### src/rtl/mem_stage.sv
// mem_stage: MEM pipeline stage of the 5-stage in-order core.
// Accepts instructions from EXE and waits for the data-SRAM load response.
// Aligns and extends load data, then hands {gr_we,dest,final_result,pc} to WB.
// A one-entry response buffer holds a load response that lands while WB is stalled.
// Optional feature macro: MEM_FWD_EN drives the MEM->ID forwarding bus
// (ms_to_ds_bus); when it is undefined that bus is tied to zero.
module mem_stage #(
  localparam int unsigned ES_TO_MS_BUS_WD = 78,
  localparam int unsigned MS_TO_WS_BUS_WD = 70,
  localparam int unsigned MS_TO_DS_BUS_WD = 39
) (
  input  logic                       clk,
  input  logic                       reset,
  output logic                       ms_allowin,
  input  logic                       es_to_ms_valid,
  input  logic [ES_TO_MS_BUS_WD-1:0] es_to_ms_bus,
  input  logic                       ws_allowin,
  output logic                       ms_to_ws_valid,
  output logic [MS_TO_WS_BUS_WD-1:0] ms_to_ws_bus,
  input  logic                       data_sram_data_ok,
  input  logic [31:0]                data_sram_rdata,
  output logic [MS_TO_DS_BUS_WD-1:0] ms_to_ds_bus
);

  // EXE->MEM payload; ld_op one-hot order is {ld.w, ld.hu, ld.h, ld.bu, ld.b}
  typedef struct packed {
    logic [4:0]  ld_op;
    logic        mem_req;
    logic [1:0]  addr_lo;
    logic        gr_we;
    logic [4:0]  dest;
    logic [31:0] alu_result;
    logic [31:0] pc;
  } es_bus_t;

  logic        ms_valid;
  es_bus_t     ms_r;
  logic        data_ok_seen;
  logic [31:0] rdata_buf;
  logic        ms_ready_go;
  logic        ms_leave;
  logic [31:0] ld_word;
  logic [7:0]  ld_byte;
  logic [15:0] ld_half;
  logic [31:0] ld_value;
  logic [31:0] final_result;

  // Stage valid bit: refilled from EXE whenever MEM can accept
  always_ff @(posedge clk) begin
    if (reset) begin
      ms_valid <= 1'b0;
    end else if (ms_allowin) begin
      ms_valid <= es_to_ms_valid;
    end
  end

  // Pipeline payload register
  always_ff @(posedge clk) begin
    if (reset) begin
      ms_r <= '0;
    end else if (es_to_ms_valid && ms_allowin) begin
      ms_r <= es_bus_t'(es_to_ms_bus);
    end
  end

  // Response buffer: first data_ok for the resident load is kept until the instruction leaves
  always_ff @(posedge clk) begin
    if (reset) begin
      data_ok_seen <= 1'b0;
      rdata_buf    <= 32'h0;
    end else if (ms_leave) begin
      data_ok_seen <= 1'b0;
      rdata_buf    <= 32'h0;
    end else if (data_sram_data_ok && ms_valid && ms_r.mem_req && !data_ok_seen) begin
      data_ok_seen <= 1'b1;
      rdata_buf    <= data_sram_rdata;
    end
  end

  // Handshake; a same-cycle response lets the load retire without a bubble
  always_comb begin
    ms_ready_go    = !ms_r.mem_req || data_ok_seen || data_sram_data_ok;
    ms_to_ws_valid = ms_valid && ms_ready_go;
    ms_allowin     = !ms_valid || (ms_ready_go && ws_allowin);
    ms_leave       = ms_to_ws_valid && ws_allowin;
  end

  // Load alignment and extension; half-word selection ignores addr_lo[0]
  always_comb begin
    ld_word = data_ok_seen ? rdata_buf : data_sram_rdata;
    unique case (ms_r.addr_lo)
      2'd0:    ld_byte = ld_word[7:0];
      2'd1:    ld_byte = ld_word[15:8];
      2'd2:    ld_byte = ld_word[23:16];
      default: ld_byte = ld_word[31:24];
    endcase
    ld_half = ms_r.addr_lo[1] ? ld_word[31:16] : ld_word[15:0];
    if (ms_r.ld_op[0]) begin
      ld_value = {{24{ld_byte[7]}}, ld_byte};
    end else if (ms_r.ld_op[1]) begin
      ld_value = {24'h0, ld_byte};
    end else if (ms_r.ld_op[2]) begin
      ld_value = {{16{ld_half[15]}}, ld_half};
    end else if (ms_r.ld_op[3]) begin
      ld_value = {16'h0, ld_half};
    end else begin
      ld_value = ld_word;
    end
    final_result = (ms_r.mem_req && (|ms_r.ld_op)) ? ld_value : ms_r.alu_result;
  end

  // MEM->WB payload
  always_comb begin
    ms_to_ws_bus = {ms_r.gr_we, ms_r.dest, final_result, ms_r.pc};
  end

`ifdef MEM_FWD_EN
  // Forwarding to ID; load_pending tells ID to stall rather than forward
  always_comb begin
    ms_to_ds_bus = {ms_valid && ms_r.gr_we && (ms_r.dest != 5'd0),
                    ms_valid && ms_r.mem_req && !ms_ready_go,
                    ms_r.dest,
                    final_result};
  end
`else
  // Forwarding disabled: bus held at zero
  always_comb begin
    ms_to_ds_bus = '0;
  end
`endif

endmodule

### config.mk
export PLATFORM = sky130hd
export DESIGN_NAME = mem_stage
export DESIGN_NICKNAME = d
export VERILOG_FILES = /design/src/rtl/mem_stage.sv
export SDC_FILE = /design/constraint.sdc
export NUM_CORES = 1
export LEC_CHECK = 0
export ABC_AREA = 1
export BUFFER_PORTS_ARGS = -buffer_cell sky130_fd_sc_hd__buf_4
export CAP_MARGIN = 0
export CORE_MARGIN = 4
export CORE_UTILIZATION = 25
export CTS_CLUSTER_SIZE = 25
export DETAILED_ROUTE_END_ITERATION = 12
export PLACE_DENSITY = 0.49
export SETUP_SLACK_MARGIN = 0.4
export SYNTH_ARGS = -nofsm -noshare
export SYNTH_HDL_FRONTEND = slang
export SYNTH_SLANG_ARGS = --single-unit
### constraint.sdc
create_clock -name clk -period 4.1 [get_ports clk]
set_input_delay 0.41 -clock clk [delete_from_list [all_inputs] [get_ports clk]]
set_output_delay 0.41 -clock clk [all_outputs]
set_load 0.01 [all_outputs]
# Yosys cells after proc, flatten, opt, wreduce, memory -nomap -nowiden
# Cells that the tools add are included.
# totals
wordCells,37
in_bits,115
reg_bits,112
# op_classes
muxes,8
eq_ne,2
n_reduce_logical,17
# ops
operator,count
two-way mux 32 bit,6
case mux 8 bit (3 select lines),1
two-way mux 16 bit,1
logical AND 1 bit,8
OR reduction 5 bit,1
logical NOT 1 bit,3
logical OR 1 bit,3
equality test 2 x 1 -> 1 bit (second input constant),1
equality test 2 bit (second input constant),1
logical NOT 2 bit,1
OR reduction 2 bit,1

# Depth between registers and ports, before layout
# depth
ltp_word,7
ltp_mapped,11
mapped_depth_nobuf,10

# Worst setup path after synthesis
# OpenSTA, ideal clock, no wires.
# synth_path
path_kind,register -> output
from,register data_ok_seen
to,output ms_to_ws_bus[34]
slack_ns,2.347
required_time_ns,3.690
arrival_ns,1.343
stages_incl_launch_ff,9
cell_sequence,dfxtp_1 -> inv_2 -> buf_1 -> nand2_1 -> nand2_1 -> nand2_1 -> nand3_1 -> nor2_1 -> o21ai_0
# synth_between
elab_chain_len,7
# synth_lines
element,line_no,rtl
"start, declared",38,logic data_ok_seen;
"start signal, assigned",69,data_ok_seen <= 1'b0;
"start signal, assigned",72,data_ok_seen <= 1'b0;
"start signal, assigned",75,data_ok_seen <= 1'b1;
two-way mux 32 bit *,90,ld_word = data_ok_seen ? rdata_buf : data_sram_rdata;
two-way mux 16 bit,97,ld_half = ms_r.addr_lo[1] ? ld_word[31:16] : ld_word[15:0];
two-way mux 32 bit,104,end else if (ms_r.ld_op[3]) begin
two-way mux 32 bit,102,end else if (ms_r.ld_op[2]) begin
two-way mux 32 bit,100,end else if (ms_r.ld_op[1]) begin
two-way mux 32 bit *,98,if (ms_r.ld_op[0]) begin
two-way mux 32 bit *,109,final_result = (ms_r.mem_req && (|ms_r.ld_op)) ? ld_value : ms_r.alu_result;
"end, declared",19,"output logic [MS_TO_WS_BUS_WD-1:0] ms_to_ws_bus,"
# Every way passes the cells marked *; elsewhere a longest branch is shown, timed or not.

# Worst setup path after layout
# layout_path
from,register data_ok_seen
to,output ms_to_ws_bus[54]
# layout_between
elab_chain_len,6
# layout_lines
element,line_no
two-way mux 32 bit *,90
two-way mux 32 bit or two-way mux 16 bit (tied branches),"104, 97"
two-way mux 32 bit,102
two-way mux 32 bit,100
two-way mux 32 bit *,98
two-way mux 32 bit *,109
# Marks and branches as above.

==> flow_summary.yaml <==
run_status:
  status: "completed"
placed_design:
  pre_cts_ws_ns: 1.41
  hpwl_mm: 16.5
  placed_area_mm2: 0.00739
  dp.cells: 1408
  globalplace.congestion: 0.876
  io_buffers: 186
die:
  num_rows: 57
  core_area_mm2: 0.0245
  start_util_pct: 25.6
  io_pins: 226
  die_area_mm2: 0.0277
  fp.dieH_um: 166
  die_w_um: 166
worst_setup_path:
  rr_endpoint: "ms_r[57]"
  reg2reg_slack_ns: 1.81
  critPathRequiredTime_ns: 3.69
  critPathLaunchType: "flip-flop"
  reg2reg_depth: 9
  crit_start: "data_ok_seen"
  crit_arrival_ns: 2.69
  crit-reg2reg-launch: "data_ok_seen"
  critPathMaxFanout: 40
  critical_path_class: "flip-flop to output pin"
  endpoint_kind: "output pin"
timing:
  setup_viol: 0
  drv_slew: 0
  fmax_mhz: 322
  period_share_pct: 75.7
  relSlewSlack_pct: 45.6
  fin_skew_ns: 0.0137
  worst_slack_ns: 0.996
  rsz0062_at_grt: "false"
  fin_crit_ns: 3.10
  hold_viol: 0
  finalSetupTns_ns: 0
  worstMarginPinSlew_ns: 0.815
clocking:
  htreeDepth: 3
  cts_buffers: 9
  clockRootBuffer: "clkbuf_16"
  cts.hold.buffers_added: 0
  cts_sinks: 112
  cts_setup_buffers: 0
  cts-resized-gates: 0
  clock_latency_ns: 0.36
  clk_pin_slew_ns: 0.07
  cts_tree: "built"
  clock_path_buffers: 2
synthesis:
  avgSynthCellArea_um2: 6.35
  synth_cell_types: 21
  ys_ff_latch: 112
  netlist_instances: 988
  yosys_warnings: 0
  ys_seq_area_share_pct: 35.7
  synth_area_mm2: 0.00628
cells_and_area:
  postLayoutCellArea_mm2: 0.00770
  n_fill_cell: 2749
  area_delta_synth_final_pct: 22.7
  stdcell_count: 1424
  finalNetCount: 1210
  fin_util_pct: 31.4
  layout-drive-gt1-share_pct: 21.3
route:
  wl_mm: 22.6
  drtIter0Drc: 434
  wl_per_cell_um: 15.9
  antenna_left: 0
  vias: 6317
  drc: 0
  drtPass1Iterations: 4
  avgViaCountPerCell: 4.44
global_route:
  grt_usage_pct: 15.7
  grt_overflow: 0
  grt_antenna_before_repair: 1
  grt_start_max_net_pins: 63
  grt_pass1_wl_mm: 35.0
  grt_pass1_vias: 6142
hold_path:
  holdPathStages: 2
  min_path_type: "primary input to flip-flop"
  min_from: "reset"
  whs_endpoint: "ms_valid"
power:
  powerDensity_mw_per_mm2: 370
  p_leak_nw: 3.77
  ir_drop_uv: 214
flow_run:
  drv_cap: 0
[flip-flops by register name, summed over array words and instances, names as in the netlist]
| signal | flops |
|---|---|
| data_ok_seen | 1 |
| ms_r | 40 |
| ms_to_ws_bus | 38 |
| ms_valid | 1 |
| rdata_buf | 32 |
[where the power goes]
group | internal, W | switching (W) | total, W | leakage, nW
combinational | 0.000286 | 0.000438 | 0.000724 | 2.69
clock | 0.000483 | 0.000445 | 0.000928 | 0.149
sequential | 0.00115 | 0.0000390 | 0.00119 | 0.923
total | 0.00192 | 0.000922 | 0.00285 | 3.77
[worst max path at each step]
stage	end	slack [ns]
6_report	ms_to_ws_bus[54]	1.0
5_1_grt	ms_to_ws_bus[54]	0.74
4_1_cts	ms_to_ws_bus[54]	1.00
3_5_place_dp	ms_to_ws_bus[54]	1.41
3_3_place_gp	ms_to_ws_bus[43]	1.49
2_1_floorplan	ms_to_ws_bus[34]	2.35
[cells in the final DEF, fill, tap and decap left out]
| cell type | instances |
|---|---|
| or2_2 | 2 |
| a21oi_1 | 57 |
| inv_1 | 31 |
| diode_2 | 1 |
| clkbuf_16 | 9 |
| buf_4 | 198 |
| o21ai_0 | 23 |
| nor2_2 | 3 |
| nor2_4 | 2 |
| clkinv_8 | 1 |
| nand2_4 | 1 |
| clkinv_4 | 3 |
| nand3_1 | 15 |
| inv_6 | 1 |
| o21ai_1 | 80 |
| bufinv_16 | 1 |
| inv_2 | 10 |
| nor2_1 | 157 |
| conb_1 | 39 |
| dfxtp_1 | 112 |
| nand2_1 | 319 |
| nand3_2 | 3 |
| nand4_1 | 32 |
[per-layer routing]
layer,part of all wire [%],wire [um],global-route usage [%],vias up
met5,0,0,0,-
met4,1.1,255,3.31,0
met3,9.5,2150,6.61,12
met2,47,10500,25.7,218
met1,43,9670,19.6,2858
li1,-,-,-,3229
[per-stage QoR]
step	hold slack, ns	power [W]
global placement	0.448	0.00195
finish	0.223	0.00285
global route	0.207	0.00303
detailed placement	0.455	0.00195
floorplan	0.438	0.00169
CTS	0.199	0.00290
[logic make-up after synthesis]
logic type / synth area share, %
simple gates: 34.2
buf+inv: 17.2
compound gates: 12.8
flops: 35.7
other cells: 0.0597
[cell usage after synthesis, drive strengths merged]
master | number | share of area (%)
a21oi | 57 | 4.5
buf | 111 | 13
clkbuf | 29 | 1.7
conb | 1 | 0.060
dfxtp | 112 | 36
inv | 41 | 2.5
nand2 | 320 | 19
nand3 | 18 | 1.7
nand4 | 32 | 3.2
nor2 | 162 | 10
o21ai | 103 | 8.2
or2 | 2 | 0.20
[area by class of cell]
cell class	instances	area [um^2]	share of cell area [%]
clock buffers	9	225	2.92
well taps	324	405	5.26
flip-flops and latches	112	2240	29.1
diodes	1	2.50	0.0325
clock inverters	6	81.3	1.06
inverters	41	154	2.00
repair buffers	198	1490	19.3
multi-input cells	733	3100	40.3
[worst max-delay path, stage by stage, from the launching register on]
cell and delay, ns:
dfxtp_1 0.53, buf_4 0.42, nand2_1 0.09, nand2_1 0.12
nand2_1 0.07, nand3_2 0.10, nand3_2 0.49, nand2_1 0.23
nand2_1 0.07, nand2_1 0.10, buf_4 0.12
Power figures use the tool's default switching activity.
